**src/rtl/ecc_pkg.sv**
```systemverilog
// Shared definitions for the 256-bit prime-field arithmetic blocks (ffs, ffa):
// the default field modulus, the default limb width, and the state encoding.
package ecc_pkg;

  localparam int ECC_WIDTH = 256;
  localparam int ECC_LIMB  = 64;

  // secp256k1 field prime
  localparam logic [ECC_WIDTH-1:0] ECC_P =
    256'hFFFFFFFF_FFFFFFFF_FFFFFFFF_FFFFFFFF_FFFFFFFF_FFFFFFFF_FFFFFFFE_FFFFFC2F;

  // Sequencer states shared by the limb-serial field units
  typedef enum logic [1:0] {
    ECC_IDLE = 2'd0,
    ECC_SUB  = 2'd1,
    ECC_ADDP = 2'd2,
    ECC_DONE = 2'd3
  } ecc_state_e;

  // Number of limbs a full-width operand splits into
  function automatic int ecc_num_limbs(input int limb);
    return ECC_WIDTH / limb;
  endfunction

endpackage

```
**src/rtl/ffs_if.sv**
```systemverilog
// Request/response bundle of the field subtractor: start + operands in,
// registered result + one-cycle done pulse out.
interface ffs_if;
  import ecc_pkg::*;

  logic                 start;
  logic [ECC_WIDTH-1:0] a;
  logic [ECC_WIDTH-1:0] b;
  logic [ECC_WIDTH-1:0] out;
  logic                 done;

  modport master (output start, output a, output b, input out, input done);
  modport slave  (input start, input a, input b, output out, output done);

endinterface

```
**src/rtl/ffs_limb_addsub.sv**
```systemverilog
// One-limb combinational adder/subtractor.
//   sub=1 : r = x - y - cin, cout = borrow out
//   sub=0 : r = x + y + cin, cout = carry out
module ffs_limb_addsub #(
  parameter int W = 64
) (
  input  logic [W-1:0] x,
  input  logic [W-1:0] y,
  input  logic         cin,
  input  logic         sub,
  output logic [W-1:0] r,
  output logic         cout
);

  logic [W:0] ext;

  // One extra bit catches the carry, or the sign of a negative difference (= borrow)
  always_comb begin
    if (sub) begin
      ext = {1'b0, x} - {1'b0, y} - {{W{1'b0}}, cin};
    end else begin
      ext = {1'b0, x} + {1'b0, y} + {{W{1'b0}}, cin};
    end
  end

  assign r    = ext[W-1:0];
  assign cout = ext[W];

endmodule

```
**src/rtl/ffs.sv**
```systemverilog
// Limb-serial modular subtractor: out = (a - b) mod P.
// Pass 1 (SUB) computes a - b limb by limb, LSB first. If that pass ends with a
// borrow, pass 2 (ADDP) adds P back, discarding the final carry.
// Optional build macro FFS_CONST_TIME_EN: pass 2 always runs (adding P or 0),
// so latency is a fixed 2*NL cycles independent of the operands.
module ffs
  import ecc_pkg::*;
#(
  parameter int              LIMB = ECC_LIMB,
  parameter logic [255:0]    P    = ECC_P
) (
  input  logic  clk,
  input  logic  rst,
  ffs_if.slave  bus
);

  localparam int NL   = ecc_num_limbs(LIMB);
  localparam int IDXW = (NL > 1) ? $clog2(NL) : 1;

  localparam logic [1:0] S_IDLE = 2'(ECC_IDLE);
  localparam logic [1:0] S_SUB  = 2'(ECC_SUB);
  localparam logic [1:0] S_ADDP = 2'(ECC_ADDP);
  localparam logic [1:0] S_DONE = 2'(ECC_DONE);

  logic [1:0]      state_reg;
  logic [255:0]    a_sh_reg;   // minuend, consumed from the bottom limb
  logic [255:0]    b_sh_reg;   // subtrahend, consumed from the bottom limb
  logic [255:0]    p_sh_reg;   // correction addend (P or 0), consumed likewise
  logic [255:0]    acc_reg;    // result limbs enter at the top and rotate down
  logic            cy_reg;     // borrow in SUB, carry in ADDP
  logic [IDXW-1:0] idx_reg;
  logic [255:0]    out_reg;
  logic            done_reg;

  logic            op_sub;
  logic [LIMB-1:0] op_x;
  logic [LIMB-1:0] op_y;
  logic [LIMB-1:0] limb_r;
  logic            limb_cout;
  logic            last_limb;
  logic            go_addp;
  logic [255:0]    acc_shift;

  // Drop the bottom limb of v and insert top as the new most-significant limb
  function automatic logic [255:0] shr_in(input logic [255:0] v, input logic [LIMB-1:0] top);
    logic [255+LIMB:0] t;
    t = {top, v};
    return t[255+LIMB:LIMB];
  endfunction

  // The single limb unit is shared: operands come from a/b in SUB, from acc/P in ADDP
  assign op_sub = (state_reg != S_ADDP);
  assign op_x   = op_sub ? a_sh_reg[LIMB-1:0] : acc_reg[LIMB-1:0];
  assign op_y   = op_sub ? b_sh_reg[LIMB-1:0] : p_sh_reg[LIMB-1:0];

  ffs_limb_addsub #(.W(LIMB)) u_limb (
    .x    (op_x),
    .y    (op_y),
    .cin  (cy_reg),
    .sub  (op_sub),
    .r    (limb_r),
    .cout (limb_cout)
  );

  assign last_limb = (idx_reg == IDXW'(NL - 1));
  assign acc_shift = shr_in(acc_reg, limb_r);

`ifdef FFS_CONST_TIME_EN
  assign go_addp = 1'b1;
`else
  assign go_addp = limb_cout;
`endif

  // Sequencer and datapath registers; out/done only move at a completion edge
  always_ff @(posedge clk) begin
    if (!rst) begin
      state_reg <= S_IDLE;
      a_sh_reg  <= '0;
      b_sh_reg  <= '0;
      p_sh_reg  <= '0;
      acc_reg   <= '0;
      cy_reg    <= 1'b0;
      idx_reg   <= '0;
      out_reg   <= '0;
      done_reg  <= 1'b0;
    end else begin
      case (state_reg)
        S_IDLE: begin
          done_reg <= 1'b0;
          if (bus.start) begin
            a_sh_reg  <= bus.a;
            b_sh_reg  <= bus.b;
            cy_reg    <= 1'b0;
            idx_reg   <= '0;
            state_reg <= S_SUB;
          end
        end

        S_SUB: begin
          a_sh_reg <= shr_in(a_sh_reg, '0);
          b_sh_reg <= shr_in(b_sh_reg, '0);
          acc_reg  <= acc_shift;
          cy_reg   <= limb_cout;
          idx_reg  <= idx_reg + IDXW'(1);
          if (last_limb) begin
            idx_reg <= '0;
            if (go_addp) begin
              // A final borrow means the difference wrapped: add P back
              cy_reg    <= 1'b0;
              p_sh_reg  <= limb_cout ? P : '0;
              state_reg <= S_ADDP;
            end else begin
              out_reg   <= acc_shift;
              done_reg  <= 1'b1;
              state_reg <= S_DONE;
            end
          end
        end

        S_ADDP: begin
          acc_reg  <= acc_shift;
          p_sh_reg <= shr_in(p_sh_reg, '0);
          cy_reg   <= limb_cout;
          idx_reg  <= idx_reg + IDXW'(1);
          if (last_limb) begin
            idx_reg   <= '0;
            out_reg   <= acc_shift;
            done_reg  <= 1'b1;
            state_reg <= S_DONE;
          end
        end

        S_DONE: begin
          done_reg  <= 1'b0;
          state_reg <= S_IDLE;
        end

        default: begin
          done_reg  <= 1'b0;
          state_reg <= S_IDLE;
        end
      endcase
    end
  end

  assign bus.out  = out_reg;
  assign bus.done = done_reg;

endmodule

```
**src/flat_wrapper.sv**
```systemverilog
// flat-port wrapper written by rule: the top's interface ports become plain ports
module ffs_flat import ecc_pkg::*;
#(
  parameter int              LIMB = ECC_LIMB,
  parameter logic [255:0]    P    = ECC_P
)
  (clk, rst, bus_start, bus_a, bus_b, bus_out, bus_done);
  ffs_if bus_i ();
  input  logic clk;
  input  logic rst;
  input wire logic [$bits(bus_i.start)-1:0] bus_start;
  input wire logic [$bits(bus_i.a)-1:0] bus_a;
  input wire logic [$bits(bus_i.b)-1:0] bus_b;
  output wire logic [$bits(bus_i.out)-1:0] bus_out;
  output wire logic [$bits(bus_i.done)-1:0] bus_done;
  assign bus_i.start = bus_start;
  assign bus_i.a = bus_a;
  assign bus_i.b = bus_b;
  assign bus_out = bus_i.out;
  assign bus_done = bus_i.done;
  ffs #(.LIMB(LIMB), .P(P)) u_core (.clk(clk), .rst(rst), .bus(bus_i));
endmodule
```
**config.mk**
```make
export PLATFORM = sky130hd
export DESIGN_NAME = ffs_flat
export DESIGN_NICKNAME = d
export VERILOG_FILES = /design/src/rtl/ecc_pkg.sv /design/src/rtl/ffs_if.sv /design/src/rtl/ffs_limb_addsub.sv /design/src/rtl/ffs.sv /design/src/flat_wrapper.sv
export SDC_FILE = /design/constraint.sdc
export NUM_CORES = 2
export LEC_CHECK = 0
export ABC_AREA = 1
export CAP_MARGIN = 20
export CORE_MARGIN = 5
export CORE_UTILIZATION = 50
export DETAILED_ROUTE_END_ITERATION = 10
export GPL_ROUTABILITY_DRIVEN = 0
export GPL_TIMING_DRIVEN = 0
export PLACE_DENSITY = 0.71
export SYNTH_ARGS = -nofsm -noshare
export SYNTH_HDL_FRONTEND = slang
export SYNTH_HIERARCHICAL = 1
export SYNTH_SLANG_ARGS = --single-unit
export TNS_END_PERCENT = 30
```
**constraint.sdc**
```tcl
create_clock -name clk -period 6.3 [get_ports clk]
set_input_delay 1.26 -clock clk [delete_from_list [all_inputs] [get_ports clk]]
set_output_delay 1.26 -clock clk [all_outputs]
set_load 0.05 [all_outputs]
```
# Word level (Yosys, flattened, before mapping)
# Cells that the tools add are included.
op_classes:
  n_addsub: 5
  muxes: 29
  n_reduce_logical: 14
  n_eq_ne: 10
ops:
  columns: ["cell", "count"]
  rows:
  - ["$pmux W256 S2", 4]
  - ["$mux W256", 7]
  - ["$mux W64", 2]
  - ["$add A64 B64 Y65", 1]
  - ["$add A65 B1 Y65", 1]
  - ["$mux W65", 1]
  - ["$sub A64 B64 Y65", 1]
  - ["$sub A65 B1 Y65", 1]
  - ["$mux W2", 5]
  - ["$reduce_and A3 Y1", 3]
  - ["$ne A2 B2 Y1 const B", 4]
  - ["$pmux W2 S4", 1]
  - ["$eq A2 B2 Y1 const B", 3]
  - ["$mux W1", 6]
  - ["$pmux W1 S3", 2]
  - ["$reduce_and A2 Y1", 3]
  - ["$reduce_bool A2 Y1", 3]
  - ["$ne A2 B1 Y1 const B", 2]
  - ["$pmux W2 S2", 1]
  - ["$reduce_and A4 Y1", 1]
  - ["$reduce_or A2 Y1", 2]
  - ["$reduce_bool A3 Y1", 1]
  - ["$add A2 B1 Y2 const B", 1]
  - ["$eq A2 B1 Y1 const B", 1]
  - ["$logic_not A2 Y1", 1]
word_totals:
  regBits: 1286
  wordCells: 67

# Longest topological paths before layout
logic_depth:
  depth_word: 8
  ltp_mapped: 34
  ltp_nobuf: 31

# Hierarchy
# Netlist, hierarchy kept.
by_module_without_submodules:
  columns: ["module", "cells_each", "area_per_inst_um2", "n_inst", "seq_area_each_um2"]
  rows:
  - ["ffs", 6293, 43387.9, 1, 20719.9]
  - ["ffs_limb_addsub", 2903, 13658.1, 1, 0.0]

# Least setup slack after synthesis
# Ideal clock, no wire load.
synth_path:
  path_kind: "flip-flop to flip-flop"
  from: "register u_core.state_reg[0]"
  to: "register u_core.out_reg[21], in the netlist u_core/bus.out[21]"
  arrival_ns: 4.717
  n_path_buf: 5
  synth_period_minus_slack_ns: 4.833
  setup_time_ns: 0.117
  path_stages_with_launch: 34
  slack_ns: 1.467
  path_cell_list: "dfxtp_1 inv_1 ha_1 clkbuf_1 buf_2 buf_2 o21ai_0 inv_1 fa_1 inv_1 ha_1 nor2_1 inv_1 fa_1 o21ai_2 nand2_2 nand2_1 nand2_2 nand2_1 nand2_2 nand2_2 nand2_2 nand2_1 nand3_1 nand3_1 nand2_1 nand2_1 inv_1 nor2_2 buf_2 buf_2 nand3_1 nand2_1 nor2_1"
synth_via:
  elab_chain_len: 7
synth_lines:
  columns: ["element", "line_no", "rtl"]
  rows:
  - ["start, declared", "ffs.sv:25", "logic [1:0] state_reg;"]
  - ["start signal, assigned", "ffs.sv:77", "state_reg <= S_IDLE;"]
  - ["start signal, assigned", "ffs.sv:95", "state_reg <= S_SUB;"]
  - ["start signal, assigned", "ffs.sv:111", "state_reg <= S_ADDP;"]
  - ["$ne A2 B2 Y1 (*)", "ffs.sv:52", "assign op_sub = (state_reg != S_ADDP);"]
  - ["$mux W64 (*)", "ffs.sv:54", "assign op_y = op_sub ? b_sh_reg[LIMB-1:0] : p_sh_reg[LIMB-1:0];"]
  - ["named net u_core.op_y[0]", "ffs.sv:37", "logic [LIMB-1:0] op_y;"]
  - ["$add A64 B64 Y65 / $sub A64 B64 Y65 (equally long branches)", "ffs_limb_addsub.sv:22, ffs_limb_addsub.sv:20", null]
  - ["$add A65 B1 Y65 / $sub A65 B1 Y65 (equally long branches)", "ffs_limb_addsub.sv:22, ffs_limb_addsub.sv:20", null]
  - ["$mux W65 (*)", "ffs_limb_addsub.sv:19", "if (sub) begin"]
  - ["named net u_core.go_addp", "ffs.sv:41", "logic go_addp;"]
  - ["$ne A2 B2 Y1 (no line) (*)", null, null]
  - ["$reduce_and A4 Y1 (no line) (*)", null, null]
  - ["end signal, assigned", "ffs.sv:113", "out_reg <= acc_shift;"]
  - ["end signal, assigned", "ffs.sv:127", "out_reg <= acc_shift;"]
  - ["end, declared", "ffs.sv:32", "logic [255:0] out_reg;"]
# The timed path passes the listed nets; every way through them passes the cells marked *.
# A chain may end at the register's enable or synchronous reset.

# Worst setup path in the final report
layout_path:
  from: "register u_core.state_reg[0]"
  to: "register u_core.out_reg[244], in the netlist u_core/bus.out[244]"
layout_lines:
  columns: ["element", "line_no", "rtl"]
  rows:
  - ["$ne A2 B2 Y1 (*)", "ffs.sv:52", null]
  - ["$mux W64 (*)", "ffs.sv:53", "assign op_x = op_sub ? a_sh_reg[LIMB-1:0] : acc_reg[LIMB-1:0];"]
  - ["named net u_core.op_x[0]", "ffs.sv:36", "logic [LIMB-1:0] op_x;"]
  - ["$add A64 B64 Y65 / $sub A64 B64 Y65 (equally long branches)", "ffs_limb_addsub.sv:22, ffs_limb_addsub.sv:20", null]
  - ["$add A65 B1 Y65 / $sub A65 B1 Y65 (equally long branches)", "ffs_limb_addsub.sv:22, ffs_limb_addsub.sv:20", null]
  - ["$mux W65 (*)", "ffs_limb_addsub.sv:19", null]
  - ["named net u_core.go_addp", "ffs.sv:41", null]
  - ["$ne A2 B2 Y1 (no line) (*)", null, null]
  - ["$reduce_and A4 Y1 (no line) (*)", null, null]
# The timed path passes the listed nets; every way through them passes the cells marked *. The select of a mux whose other input is x is not followed.

==> results.md <==
- Setup_tns: 0 ns
- Die W: 347.8 um
- Post-Syn Instances: 9196
- Synth Flop Type: dfxtp_1
- Port Buffers: 770
- DRT iter0 DRCs: 7136
- Critical path data required time: 6.88 ns
- Reg2reg path depth: 33
- Mapped Area: 57050 sq um
- Fillers: 11170
- DR pass1 iterations: 11
- Ports: 772
- Reg2reg end: u_core/bus.out[244]$_SDFFE_PN0P_
- Crit path capture type: flop
- Initial antenna violation count: 19
- DR WL/cell: 20.05 um
- H-tree depth: 3
- Worst Setup Path Type: flop to flop
- CP max-delay cell: fa_1
- Max incr delay on CP: 0.59 ns
- Worst slew pin tran: 1.073 ns
- Crit-path most repeated cell: nand2_1
- Drc violations: 1
- Final period util: 0.9779
- Root Buffer: clkbuf_16
- Register area share after synthesis: 0.3632
- Startpoint Class: flop
- Peak Freq: 162.3 MHz
- Hold Path Cell Cnt: 2
- Max-Cap Viols: 0
- Number of synthesized flops with an enable pin: 0
- Proportion of layout cells with a drive suffix above 1: 0.06050
- Headroom to the max-slew limit: 0.2844
- CTS Sinks: 1035
- Worst-path clk slew: 0.06 ns
- Die Ht: 347.8 um
- Core Region: 113900 sq um
- DP Wirelength: 193400 um
- Gr ovfl total: 0
- Final setup viols: 0
- FFs w/ async S/R, synth: 0
- Initial Util: 0.5009
- Routed WL: 234300 um
- Vias per cell: 5.286
- Layout overhead on the synthesized area: 23.47%
- Max Clock Skew: 0.04419 ns
- Setup WS post-layout: 0.1392 ns
- Hold Path Sink: u_core/a_sh_reg[201]$_SDFFE_PN0P_
- Endpoints failing hold: 0
- RSZ-0062 raised after global routing: false
- Warnings, synthesis: 6
- Most common cell after layout, fill and taps aside: nand2_1
- DP Worst Slack: -0.6310 ns
- Nets: 10790
- Worst Hold Class: flop to flop
- Post-layout minimum cycle time: 6.161 ns
- Synthesized flop and latch total: 1035
- Max-slew violations: 0
- Post-route ant nets: 0
- Worst-Skew Late Latency: 0.72 ns
- Vias in the first global route: 57320
- Largest net degree at the start of global routing: 16
- First-pass GRT wire length: 341000 um
- Failing checks: DRC
- Outcome: finished, violations left
- Die area: 120900 sq um
- Crit Reg-Reg Startpoint: u_core/state_reg[0]$_SDFFE_PN0P_
- Tot GR Track Use: 0.3684
- Commonest cells after routing, fill and taps aside: 2791 x nand2_1, 1299 x nor2_1, 1118 x inv_1, 1035 x dfxtp_1, 784 x a21oi_1
- Row cnt: 124
- Synth cell types: 44
- Min-Delay Startpoint: u_core/a_sh_reg[201]$_SDFFE_PN0P_
- Routed vias: 61770
- Worst Path Max Fanout: 10
- CTS tree: yes
- Avg Cell Area, Syn: 6.203 sq um
- Worst EP arrival: 6.74 ns
- CTS Buf Count: 107
- Hold_buf cts: 0
- Max Root-Sink Buffers: 3
- Post-Syn Nets: 9911
- Setup slack, reg-to-reg: 0.14 ns
## layout make-up
class,instances,area [sq um],area share
antenna,10,25.02,0.0003553
buffer,515,2317,0.03290
clock buffer,160,3231,0.04587
clock inverter,38,471.7,0.006697
inverter,1128,4238,0.06017
multi-input combinational,6517,29810,0.4232
sequential,1035,20720,0.2942
tap,1512,1892,0.02686
timing repair buffer,772,7735,0.1098
## cells in the mapped netlist (4+ instances only)
library cell / n / area [sq um]
xor2_1: 14 / 122.6
fa_1: 4 / 80.08
buf_2: 271 / 1356
nor2_2: 23 / 143.9
ha_1: 196 / 2452
nand3_1: 403 / 2017
nand4_1: 15 / 93.84
o21ai_0: 771 / 3859
dfxtp_1: 1035 / 20720
nand3b_1: 12 / 90.09
o21ai_1: 35 / 175.2
nor3_2: 8 / 80.08
mux2_2: 64 / 720.7
clkbuf_1: 224 / 840.8
inv_2: 8 / 30.03
a21oi_1: 784 / 3924
nand2_1: 2791 / 10480
nand2_2: 34 / 212.7
inv_1: 1119 / 4200
nor3_1: 15 / 75.07
nor2_1: 1299 / 4876
o21bai_1: 9 / 67.56
and2_1: 10 / 62.56
nand3_2: 9 / 90.09
buf_1: 15 / 56.30
## critical path, delay by kind of cell (launching register included)
family	cells	cell delay, ns
flip-flops	1	0.44
buffers and inverters	10	1.72
multiplexers	1	0.26
AO/OA/AOI/OAI	1	0.18
adder cells (fa/ha/maj)	4	1.51
AND/OR/NAND/NOR	17	1.92
## cell families after synthesis
group | Yosys count | share of synthesized area
AO/OA/AOI/OAI | 1611 | 0.1423
AND/OR/NAND/NOR | 4626 | 0.3204
adder cells (fa/ha/maj) | 200 | 0.04439
XOR/XNOR | 16 | 0.002457
multiplexers | 64 | 0.01263
buffers and inverters | 1644 | 0.1146
flip-flops | 1035 | 0.3632
## repair_timing
item                                    CTS  global route
pin swaps                                 0             1
resized for setup                         6             9
buffers inserted                          0             2
endpoints found under the setup margin  256           256
## per-layer routing
layer	global-route usage	wire [um]
met1	0.4515	89370
met2	0.5887	102400
met3	0.07118	23110
met4	0.2485	19350
met5	0	134
## worst max-delay path by stage
stage | start | endpoint | cells past startpoint
floorplan | u_core/state_reg[0]$_SDFFE_PN0P_ | u_core/bus.out[21]$_SDFFE_PN0P_ | 33
global placement | u_core/state_reg[0]$_SDFFE_PN0P_ | u_core/bus.out[244]$_SDFFE_PN0P_ | 32
detailed placement | u_core/state_reg[0]$_SDFFE_PN0P_ | u_core/bus.out[244]$_SDFFE_PN0P_ | 33
CTS | u_core/state_reg[0]$_SDFFE_PN0P_ | u_core/bus.out[81]$_SDFFE_PN0P_ | 32
global route | u_core/state_reg[0]$_SDFFE_PN0P_ | u_core/bus.out[81]$_SDFFE_PN0P_ | 33
finish | u_core/state_reg[0]$_SDFFE_PN0P_ | u_core/bus.out[244]$_SDFFE_PN0P_ | 33
## through the flow
| step | utilization | hold WS [ns] | area [sq um] | cells |
|---|---|---|---|---|
| after floorplan | - | 0.4445 | 57050 | 9196 |
| after global placement | 0.5852 | 0.4505 | 66650 | 11480 |
| after detailed placement | 0.5852 | 0.4527 | 66650 | 11480 |
| after CTS | 0.6178 | 0.4641 | 70360 | 11680 |
| after global routing | 0.6184 | 0.4793 | 70430 | 11680 |
| final | 0.6185 | 0.4649 | 70440 | 11690 |
Power is not shown: default switching activity piles up to over one toggle a cycle in this logic, so the estimate is an artifact.
